### src/rtl/uart_tx_scheduler.sv
// uart_tx_scheduler: buffers core writes in a circular FIFO and launches them one at a time into the UART TX.
// Optional UART_TX_CRLF_EN: each LF (0x0A) is sent as CR (0x0D) followed by LF.
module uart_tx_scheduler #(
    parameter int FIFO_DEPTH_LOG2 = 4,
    parameter int ACTIVE_TIMEOUT  = 8
) (
    input  logic                     clk,
    input  logic                     reset,
    input  logic                     sync_reset,
    input  logic                     wr_enable,
    input  logic [7:0]               wr_data,
    input  logic                     clear_overflow,
    input  logic                     tx_active,
    output logic                     start_TX,
    output logic [7:0]               tx_data,
    output logic [FIFO_DEPTH_LOG2:0] fifo_count,
    output logic                     fifo_full,
    output logic                     tx_busy,
    output logic                     overflow,
    output logic [1:0]               state_dbg
);

    // Handshake: start_TX is a one-cycle launch with tx_data held until the next launch; the UART
    // acknowledges by raising tx_active and the frame ends when tx_active falls. A missing acknowledge
    // is forgiven after ACTIVE_TIMEOUT cycles so the queue never deadlocks.
    localparam int DEPTH = 1 << FIFO_DEPTH_LOG2;
    localparam logic [FIFO_DEPTH_LOG2:0] DEPTH_CNT = (FIFO_DEPTH_LOG2 + 1)'(DEPTH);
    localparam int TW = (ACTIVE_TIMEOUT > 1) ? $clog2(ACTIVE_TIMEOUT) : 1;
    localparam logic [TW-1:0] TIMER_LAST = TW'(ACTIVE_TIMEOUT - 1);

    typedef enum logic [1:0] {
        IDLE        = 2'd0,
        LAUNCH      = 2'd1,
        WAIT_ACTIVE = 2'd2,
        WAIT_DONE   = 2'd3
    } state_t;

    state_t                     state, state_next;
    logic [7:0]                 mem [DEPTH];
    logic [FIFO_DEPTH_LOG2-1:0] wr_ptr, rd_ptr;
    logic [TW-1:0]              timer, timer_next;
    logic [7:0]                 tx_data_next;
    logic [FIFO_DEPTH_LOG2:0]   count_next;
    logic                       push, drop, pop;
`ifdef UART_TX_CRLF_EN
    logic                       pending_lf, pending_lf_next;
`endif

    // A write into a full FIFO is dropped even if a pop frees a slot on the same edge.
    assign push = wr_enable && !fifo_full;
    assign drop = wr_enable && fifo_full;

    always_comb begin
        state_next   = state;
        timer_next   = timer;
        tx_data_next = tx_data;
        pop          = 1'b0;
`ifdef UART_TX_CRLF_EN
        pending_lf_next = pending_lf;
`endif
        case (state)
            IDLE: begin
                if (!tx_active) begin
`ifdef UART_TX_CRLF_EN
                    if (pending_lf) begin
                        tx_data_next    = 8'h0A;
                        pending_lf_next = 1'b0;
                        state_next      = LAUNCH;
                    end else if (fifo_count != '0) begin
                        pop        = 1'b1;
                        state_next = LAUNCH;
                        if (mem[rd_ptr] == 8'h0A) begin
                            tx_data_next    = 8'h0D;
                            pending_lf_next = 1'b1;
                        end else begin
                            tx_data_next = mem[rd_ptr];
                        end
                    end
`else
                    if (fifo_count != '0) begin
                        pop          = 1'b1;
                        tx_data_next = mem[rd_ptr];
                        state_next   = LAUNCH;
                    end
`endif
                end
            end
            LAUNCH: begin
                timer_next = '0;
                state_next = WAIT_ACTIVE;
            end
            WAIT_ACTIVE: begin
                if (tx_active) begin
                    state_next = WAIT_DONE;
                end else if (timer == TIMER_LAST) begin
                    state_next = IDLE;
                end else begin
                    timer_next = timer + 1'b1;
                end
            end
            WAIT_DONE: begin
                if (!tx_active) begin
                    state_next = IDLE;
                end
            end
            default: state_next = IDLE;
        endcase
    end

    always_comb begin
        count_next = fifo_count;
        if (push && !pop) begin
            count_next = fifo_count + 1'b1;
        end else if (pop && !push) begin
            count_next = fifo_count - 1'b1;
        end
    end

    always_ff @(posedge clk or posedge reset) begin
        if (reset) begin
            state    <= IDLE;
            timer    <= '0;
            start_TX <= 1'b0;
        end else if (sync_reset) begin
            state    <= IDLE;
            timer    <= '0;
            start_TX <= 1'b0;
        end else begin
            state    <= state_next;
            timer    <= timer_next;
            start_TX <= (state_next == LAUNCH);
        end
    end

    always_ff @(posedge clk or posedge reset) begin
        if (reset) begin
            tx_data    <= 8'h00;
            fifo_count <= '0;
            fifo_full  <= 1'b0;
            wr_ptr     <= '0;
            rd_ptr     <= '0;
            overflow   <= 1'b0;
        end else if (sync_reset) begin
            tx_data    <= 8'h00;
            fifo_count <= '0;
            fifo_full  <= 1'b0;
            wr_ptr     <= '0;
            rd_ptr     <= '0;
            overflow   <= 1'b0;
        end else begin
            tx_data    <= tx_data_next;
            fifo_count <= count_next;
            fifo_full  <= (count_next == DEPTH_CNT);
            if (push) begin
                wr_ptr <= wr_ptr + 1'b1;
            end
            if (pop) begin
                rd_ptr <= rd_ptr + 1'b1;
            end
            if (drop) begin
                overflow <= 1'b1;
            end else if (clear_overflow) begin
                overflow <= 1'b0;
            end
        end
    end

`ifdef UART_TX_CRLF_EN
    always_ff @(posedge clk or posedge reset) begin
        if (reset) begin
            pending_lf <= 1'b0;
        end else if (sync_reset) begin
            pending_lf <= 1'b0;
        end else begin
            pending_lf <= pending_lf_next;
        end
    end
`endif

    always_ff @(posedge clk) begin
        if (push) begin
            mem[wr_ptr] <= wr_data;
        end
    end

`ifdef UART_TX_CRLF_EN
    assign tx_busy = (fifo_count != '0) || (state != IDLE) || tx_active || pending_lf;
`else
    assign tx_busy = (fifo_count != '0) || (state != IDLE) || tx_active;
`endif

    assign state_dbg = state;

endmodule

### config.mk
export PLATFORM = sky130hd
export DESIGN_NAME = uart_tx_scheduler
export DESIGN_NICKNAME = d
export VERILOG_FILES = /design/src/rtl/uart_tx_scheduler.sv
export SDC_FILE = /design/constraint.sdc
export NUM_CORES = 1
export LEC_CHECK = 0
export CELL_PAD_IN_SITES_DETAIL_PLACEMENT = 1
export CELL_PAD_IN_SITES_GLOBAL_PLACEMENT = 1
export CORE_ASPECT_RATIO = 0.5
export CORE_MARGIN = 2
export CORE_UTILIZATION = 50
export DETAILED_ROUTE_END_ITERATION = 8
export PLACE_DENSITY = 0.75
export SETUP_SLACK_MARGIN = 0.4
export SYNTH_ARGS = -nofsm -noshare
export SYNTH_HDL_FRONTEND = slang
export SYNTH_SLANG_ARGS = --single-unit
### constraint.sdc
create_clock -name clk -period 3.5 [get_ports clk]
set_input_delay 0.525 -clock clk [delete_from_list [all_inputs] [get_ports clk]]
set_output_delay 0.525 -clock clk [all_outputs]
set_load 0.01 [all_outputs]
==> metrics.cfg <==
[status]
outcome=complete, no violations

[yosys]
synthArstFlopShare_pct=18.5
synth_top_family_by_area=multiplexers
synth.largest_area_cell=edfxtp_1
synth_area_leaders=edfxtp_1 (59%), dfrtp_1 (11%), mux4_2 (6.9%)
syn_area_per_cell_um2=17.6
synth_xor_area_share_pct=0.941
yosysUniqueCellTypes=44
synth-seq-cells=157
ys_warn_count=0
synth_compound_area_share_pct=4.84
yosys.area_share.adder_pct=1.73
ys_dominant_reg_cell=edfxtp_1
yosys.area_share.simple_pct=7.87
synth_edf_count=128
synth_commonest_cells=edfxtp_1 (128), dfrtp_1 (29), nor2_1 (24)
synthesis.nets=394
yosysMostFrequentCell=edfxtp_1
syn-cell-area_um2=6520
yosysSeqAreaShare_pct=70.1
synth_top_area_share_pct=59.0
syn_inst=371
synth_mux_area_share_pct=12.1

[clock_tree]
clkLatencyLatePin_ns=0.43
cts_buffer_depth=2
cts-buffers-inserted=17
cts-root-buf=clkbuf_16
clock_sinks=157
clkSlewWorstSetupHoldPaths_ns=0.06
cts_setup_buffers=0
cts_hold_buf=0
h-tree-depth=4
cts_tree=built
cts_resized=0

[pwr]
p_leak_uw=0.00259
ir_drop_mv=0.342
powerDensity_nw_per_um2=659

[final_layout]
antennaDiodeCount=0
nNetsFinal=434
syn2layout_area_growth_pct=15.7
drive_gt1_share_pct=15.3

[timing]
rsz0062_at_grt=false
fin_crit_sh_pct=78.2
maxSlewHeadroom_pct=44.2
fin_tns_setup_ns=0
hold_viol_final=0
fmax_mhz=365
tightest_slew_ns=0.835
finalSetupViolations=0
maxSlewViolCount=0
worst_slack_ns=0.762
fin_skew_ns=0.0150
min_period_ns=2.74

[grt]
grt_pass1_wl_mm=23.6
grt_max_degree=36
grt_antenna_before_repair=0
grtUsageTotal_pct=24.0
grt_pass1_vias=3828
grt_overflow=0

[worst_hold_path]
hp-class=input pin to asynchronous set/reset pin

[critical_path]
arrival_ns=2.21
cp_max_fo=7
critPathKind=flop to output pin
slowest_stage=clkdlybuf4s50_1
cp-start-kind=flop
critPathRequiredTime_ns=2.97
slowest_delay_ns=0.49
path_cells=inv_1, ha_1, nor4b_4, nand2_1, clkdlybuf4s50_1
critPathCaptureType=output pin

[floorplanning]
die_w_um=165
boundaryPins=33
die_h_um=84.7
start_util_pct=51.3
die_area_um2=14000
core_um2=12700
placementRows=29

[detailed_routing]
drc=0
vias=3564
drt_pass1_iterations=4
wl_per_cell_um=25.7
routed_wl_mm=15.3
drtIter0Drc=261
avgViaCountPerCell=6.00
drtAntennaViolNets=0

[placed_design]
pre_cts_ws_ns=0.880
dp_hpwl_mm=10.0
portBuffers=32
gp_congestion=0.832

[job]
drv_cap=0

metrics by stage:
| step | hold WS (ns) | total power [uW] | instance area, um2 | util, % | cells |
|---|---|---|---|---|---|
| 3_3_place_gp | 0.509 | 3150 | 6960 | 54.8 | 562 |
| 5_1_grt | 0.551 | 5150 | 7540 | 59.4 | 594 |
| 4_1_cts | 0.530 | 5000 | 7540 | 59.4 | 594 |
| 3_5_place_dp | 0.518 | 3190 | 6960 | 54.8 | 562 |
| 6_report | 0.516 | 4970 | 7540 | 59.4 | 594 |
| 2_1_floorplan | 0.516 | 2910 | 6520 | - | 371 |
report_power, final:
part	total, uW	internal, uW	switching (uW)
Sequential	2210	2100	118
Clock	1820	1090	734
Combinational	935	470	465
Total	4970	3650	1320
layout make-up:
type	instances	area (um2)
Clock buffer	21	462
Inverter	5	18.8
Fill cell	1171	5160
Timing Repair Buffer	39	373
Tap cell	170	213
Clock inverter	11	116
Multi-Input combinational cell	191	1790
Sequential cell	157	4570
routing by layer:
metal	up-vias	track usage (%)	wire length [um]
met5	-	0	0
met4	0	5.49	167
met3	19	7.07	812
met2	111	37.0	7320
met1	1891	34.4	6980
li1	1543	-	-
critical path: cells and delay by family (launching register included):
| kind | cells | cell delay (ns) |
|---|---|---|
| buffers and inverters | 2 | 0.61 |
| DFF | 1 | 0.45 |
| adders and majority gates | 1 | 0.23 |
| and+or+nand+nor | 2 | 0.49 |
state kept, by name, summed over array words and instances (netlist names):
register / cells
timer: 3
start_TX: 1
fifo_full: 1
overflow: 1
fifo_count: 5
rd_ptr: 4
mem: 128
state_dbg: 2
tx_data: 8
wr_ptr: 4
layout by cell type (no fill, tap or decap), types with 2 or more instances in the layout:
| cell | instances |
|---|---|
| nor2b_1 | 3 |
| xor2_1 | 3 |
| inv_4 | 2 |
| clkbuf_16 | 18 |
| a21oi_2 | 3 |
| dfrtp_1 | 28 |
| clkbuf_1 | 3 |
| clkinv_4 | 2 |
| and3_1 | 2 |
| nand2b_1 | 4 |
| mux4_1 | 12 |
| a22oi_1 | 16 |
| nand3_1 | 8 |
| xnor2_1 | 4 |
| and2_1 | 17 |
| a21oi_1 | 23 |
| nor2_1 | 24 |
| mux2i_1 | 2 |
| nand4_1 | 3 |
| inv_1 | 5 |
| nand2_1 | 17 |
| mux4_2 | 20 |
| edfxtp_1 | 128 |
| clkinv_2 | 3 |
| clkdlybuf4s50_1 | 32 |
| bufinv_16 | 2 |
| ha_1 | 9 |
| nor3_1 | 4 |
| buf_4 | 7 |
| nor3b_1 | 2 |
cell families (layout without fill, tap and decap cells):
| family | after synthesis | in the layout |
|---|---|---|
| AND/OR/NAND/NOR | 93 | 93 |
| AO/OA/AOI/OAI | 48 | 48 |
| flip-flops | 157 | 157 |
| XOR/XNOR | 7 | 7 |
| multiplexers | 34 | 34 |
| buffers and inverters | 23 | 76 |
| adder cells (fa/ha/maj) | 9 | 9 |
final timing paths:
kind                                from    endpoint  slack, ns  cells past startpoint
max                        fifo_count[0]     tx_busy       0.76                      5
min                                reset   wr_ptr[1]       0.52                      3
max reg2reg                    rd_ptr[0]  tx_data[4]       1.03                      6
min reg2reg                   tx_data[3]  tx_data[3]       0.52                      2
max in group asynchronous          reset   rd_ptr[0]       2.66                      3
min in group clk              tx_data[3]  tx_data[3]       0.52                      2
(Power assumes the default switching activity.)
==> variant 1, RTL diff (same flow settings) <==
Build with the macro `UART_TX_CRLF_EN` defined.
--- a/src/rtl/uart_tx_scheduler.sv
+++ b/src/rtl/uart_tx_scheduler.sv
@@ -1,5 +1,7 @@
 // uart_tx_scheduler: buffers core writes in a circular FIFO and launches them one at a time into the UART TX.
 // Optional UART_TX_CRLF_EN: each LF (0x0A) is sent as CR (0x0D) followed by LF.
+`define UART_TX_CRLF_EN
+
 module uart_tx_scheduler #(
     parameter int FIFO_DEPTH_LOG2 = 4,
     parameter int ACTIVE_TIMEOUT  = 8
Function: changed (Yosys sat finds a counterexample within 4 cycles, from zero or initial values and one cycle with reset high).
==> variant 1 against the unedited design <==
- clock skew shrank 0.0061 ns
- sequential share of layout area shrank 0.80 points
- wire length grew 6.9%
- synthesized area grew 1.4%
- hold slack gained 0.024 ns
- total power grew 4.6%
- cell area grew 1.9%
- final cell count grew 5.1%
- sequential cell count grew 1
- worst setup slack lost 0.23 ns
- register-to-register slack lost 0.49 ns
- sequential power grew 3%
==> variant 1: results (changes against the unedited design) <==
metric	value	unit	change
layout.cells.non_filler	624		+5.1%
synth_commonest_cells	sky130_fd_sc_hd__edfxtp_1, sky130_fd_sc_hd__dfrtp_1, sky130_fd_sc_hd__mux4_2		
detailed_place_hpwl	10200	µm	+2.2%
wire_length_of_the_first_global_routing_pass	25200	µm	+6.9%
critical_path.max_fanout	9		+2
place.gp.congestion	0.815		-2.1%
status	complete, no violations		
p_leak	2.63	nW	+1.4%
routed-via-count	3855		+8.2%
timing.reg2reg.setup_slack	0.54	ns	-0.49 ns
clkLatencyLatePin	0.41	ns	-0.02 ns
yosysSeqAreaShare	69.6	%	-0.56 points
postSynth.asyncResetShare	19.0	%	+0.52 points
max-vdd-ir-drop	405	µV	+18%
via_count_of_the_first_global_routing_pass	4051		+5.8%
use_met1	35.0	%	+0.59 points
gr-usage-met2	38.5	%	+1.5 points
drive_gt1_share	15.6	%	+0.31 points
rr_startpoint	rd_ptr[1]		
timing.critical_path.slowest_cell_delay	0.51	ns	+0.02 ns
dpl_worst_slack	0.675	ns	-0.206 ns
timing.max_slew.rel_slack	25.6	%	-19 points
cp_slowest_cell	sky130_fd_sc_hd__or4b_4		
syn-instance-count	400		+7.8%
p_int	3.76	mW	+2.8%
grt_max_degree	24		-33%
hold_class	reg -> reg		
grt_util_met3	4.85	%	-2.2 points
grt_use_total	24.7	%	+0.64 points
post_synthesis_cell_type_count	49		+11%
## variant 1: changes by cell type after synthesis, moves of 5 or more
cell and change:
sky130_fd_sc_hd__mux4_1 -8, sky130_fd_sc_hd__a22oi_1 -5, sky130_fd_sc_hd__nand2_1 +10, sky130_fd_sc_hd__clkbuf_1 +6
sky130_fd_sc_hd__nand3_1 +8, sky130_fd_sc_hd__a21oi_1 -8, sky130_fd_sc_hd__mux4_2 +8
## variant 1: how the worst max path moves through the flow
stage                     depth (start not counted)  slack (ns)          to           from
after floorplan                                   8        1.07   fifo_full  fifo_count[0]
after global placement                            6        0.76  pending_lf      rd_ptr[0]
after detailed placement                          4        0.67  mem[11][4]      wr_enable
after CTS                                         6        0.53     tx_busy  fifo_count[1]
after global routing                              5        0.40  pending_lf      rd_ptr[1]
final                                             6        0.53     tx_busy  fifo_count[1]
## variant 1: layer usage
layer	wire length (µm)	up-vias
li1	-	1647
met1	7030	1985
met2	7760	195
met3	1180	28
met4	353	0
met5	0	-
## variant 1: final cells by class
| class | instances | area [µm²] |
|---|---|---|
| Clock buffer | 21 | 450 |
| Clock inverter | 11 | 118 |
| Fill cell | 1157 | 5090 |
| Inverter | 9 | 33.8 |
| Multi-Input combinational cell | 215 | 1890 |
| Sequential cell | 158 | 4600 |
| Tap cell | 170 | 213 |
| Timing Repair Buffer | 40 | 380 |
## variant 1: worst max-delay path, delay by kind of cell (launching register included)
| kind | cells | cell delay (ns) |
|---|---|---|
| and+or+nand+nor | 3 | 0.75 |
| buffers and inverters | 2 | 0.64 |
| DFF | 1 | 0.49 |
| adders and majority gates | 1 | 0.15 |
## variant 1: metrics by stage
stage	total power, mW	hold WS [ns]
2_1_floorplan	3.03	0.518
3_3_place_gp	3.36	0.526
3_5_place_dp	3.41	0.527
4_1_cts	5.23	0.538
5_1_grt	5.41	0.561
6_report	5.20	0.540
## variant 1: logic make-up (layout without fill, tap and decap cells)
logic type	count (synthesis)	count (layout)	share of synthesized area (%)
XOR/XNOR	9	9	1.19
multiplexers	37	37	11.9
buffers and inverters	27	81	1.84
adder cells (fa/ha/maj)	10	10	1.89
AO/OA/AOI/OAI	44	44	4.43
AND/OR/NAND/NOR	115	115	9.17
flip-flops	158	158	69.6
## variant 1: repair_timing
| item | 4_1_cts | 5_1_grt |
|---|---|---|
| setup endpoints to repair | 1 | 0 |
| setup buffers | 0 | 0 |
| gates resized for setup | 1 | 0 |
## variant 1: power groups by stage
stage	logic (mW)	clock network, mW	registers, mW
after floorplan	0.771	0	2.26
after global placement	1.06	0	2.30
after detailed placement	1.10	0	2.32
after CTS	1.12	1.82	2.28
after global routing	1.21	1.90	2.30
final	1.12	1.80	2.28
==> variant 2, RTL diff (same settings) <==
Without the edit above. Put one more register stage on the output `state_dbg`, cleared by the reset. The value now appears one clock later. The other outputs are not delayed to match.
--- a/src/rtl/uart_tx_scheduler.sv
+++ b/src/rtl/uart_tx_scheduler.sv
@@ -189,7 +189,13 @@
     assign tx_busy = (fifo_count != '0) || (state != IDLE) || tx_active;
 `endif
 
-    assign state_dbg = state;
+    always_ff @(posedge clk or posedge reset) begin
+        if (reset) begin
+            state_dbg <= '0;
+        end else begin
+            state_dbg <= state;
+        end
+    end
 
 endmodule
 
Behaviour: not the same (a bounded check fails within 4 cycles, from zero or initial values and one cycle with reset high).
==> variant 2 against the unedited design <==
- utilization about the same
- wire length down 4.1%
- first-iteration DRC count up 52%
- worst setup slack better by 0.032 ns
- total power down 1.7%
- global-route usage down 0.86 points
- synthesized area about the same
- critical path depth unchanged
- cell area about the same
- sequential cell count up 2
- critical endpoint unchanged
- highest routed layer unchanged
==> variant 2: results (changes against the unedited design) <==
metric	value	unit	change
multi_input_area_share	23.6	%	-0.13 points
use_met1	31.5	%	-2.9 points
syn2layout_area_growth	15.6	%	
hold_class	in -> async		
max-vdd-ir-drop	381	µV	+11%
met3_wirelength	1140	µm	+40%
power_per_cell_area	648	nW/µm²	-1.7%
grt_use_total	23.2	%	-0.86 points
timing.reg2reg.setup_slack	1.22	ns	+0.19 ns
via_count_of_the_first_global_routing_pass	3785		-1.1%
post_drt_wl_per_cell	24.7	µm	-4.1%
comb_power_share	19.5	%	+0.7 points
crit_arrival	2.18	ns	-0.03 ns
yosysSeqAreaShare	70.9	%	+0.74 points
postSynth.asyncResetShare	19.5	%	+1.0 points
synth_area_leaders	sky130_fd_sc_hd__edfxtp_1, sky130_fd_sc_hd__dfrtp_1, sky130_fd_sc_hd__mux4_2		
routed_wirelength	14700	µm	-4.1%
finalWorstPathRequiredPeriod	2.71	ns	-0.0325 ns
count_of_yosys_warnings_during_synthesis	0		unchanged
status	complete, no violations		
placement.cell_area	6990	µm²	+0.34%
sequential_cell_total	159		+1.3%
clock_area_share	7.29	%	-0.38 points
place_inst	562		unchanged
dpl_worst_slack	0.931	ns	+0.0508 ns
place.gp.congestion	0.860		+3.3%
sh_seq_area	61.3	%	+0.70 points
met2RoutedLength	7210	µm	-1.5%
portBuffers	32		unchanged
route.top_layer_used	met4		
detail_route.first_pass.iterations	5		+1
syn_nets	397		+0.76%
num_antenna_cells	0		unchanged
wire_length_of_the_first_global_routing_pass	22800	µm	-3.4%
grt_max_degree	36		unchanged
hold_ws	0.482	ns	-0.0339 ns
syn-cell-area	6520	µm²	about the same
layout.non_clock_buffers	37		-5.1%
synth_commonest_cells	sky130_fd_sc_hd__edfxtp_1, sky130_fd_sc_hd__mux4_2, sky130_fd_sc_hd__dfrtp_1		
timing.critical_path.slowest_cell_delay	0.49	ns	about the same
p_leak	2.58	nW	-0.31%
num-fill-cells	1140		-2.6%
grt_util_met3	6.52	%	-0.54 points
switching_component_of_the_power	1.38	mW	+4.6%
detailed_place_hpwl	9640	µm	-3.7%
final.setup_skew	0.0102	ns	-0.00483 ns
wl_met1	6130	µm	-12%
routed-via-count	3492		-2.0%
post_synthesis_cell_type_count	44		unchanged
drt_first_iter_violations	396		+52%
drive_gt1_share	18.6	%	+3.3 points
buf_share	4.75	%	-0.20 points
synth_enable_flop_cells	128		unchanged
gr-usage-met2	36.7	%	-0.30 points
syn_avg_cell_area	17.4	µm²	-0.76%
timing.max_slew.rel_slack	50.2	%	+6.0 points
## variant 2: changes by cell type in the layout (fill, tap and decap cells not counted), sizes merged, moves of 6 or more
cell / change
o21ai: +8
inv: +6
a21oi: -11
a22o: +16
a22oi: -14
nand2: +6
## variant 2: logic make-up (layout without fill, tap and decap cells)
kind of cell	count (synthesis)	after routing	share of synthesized area (%)
XOR/XNOR	8	8	1.19
flip-flops	159	159	70.9
buffers and inverters	24	74	1.88
adder cells (fa/ha/maj)	9	9	1.73
AO/OA/AOI/OAI	49	49	5.16
multiplexers	35	35	11.5
AND/OR/NAND/NOR	90	90	7.64
## variant 2: path summary, 6_finish.rpt
kind / from / depth (start not counted) / endpoint
worst max-delay path: fifo_count[0] / 5 / tx_busy
worst max register to register: fifo_count[0] / 7 / fifo_count[1]
worst min-delay path: reset / 2 / start_TX
max in group asynchronous: reset / 3 / rd_ptr[0]
min in group clk: state[0] / 0 / state_dbg[0]
worst min register to register: state[0] / 0 / state_dbg[0]
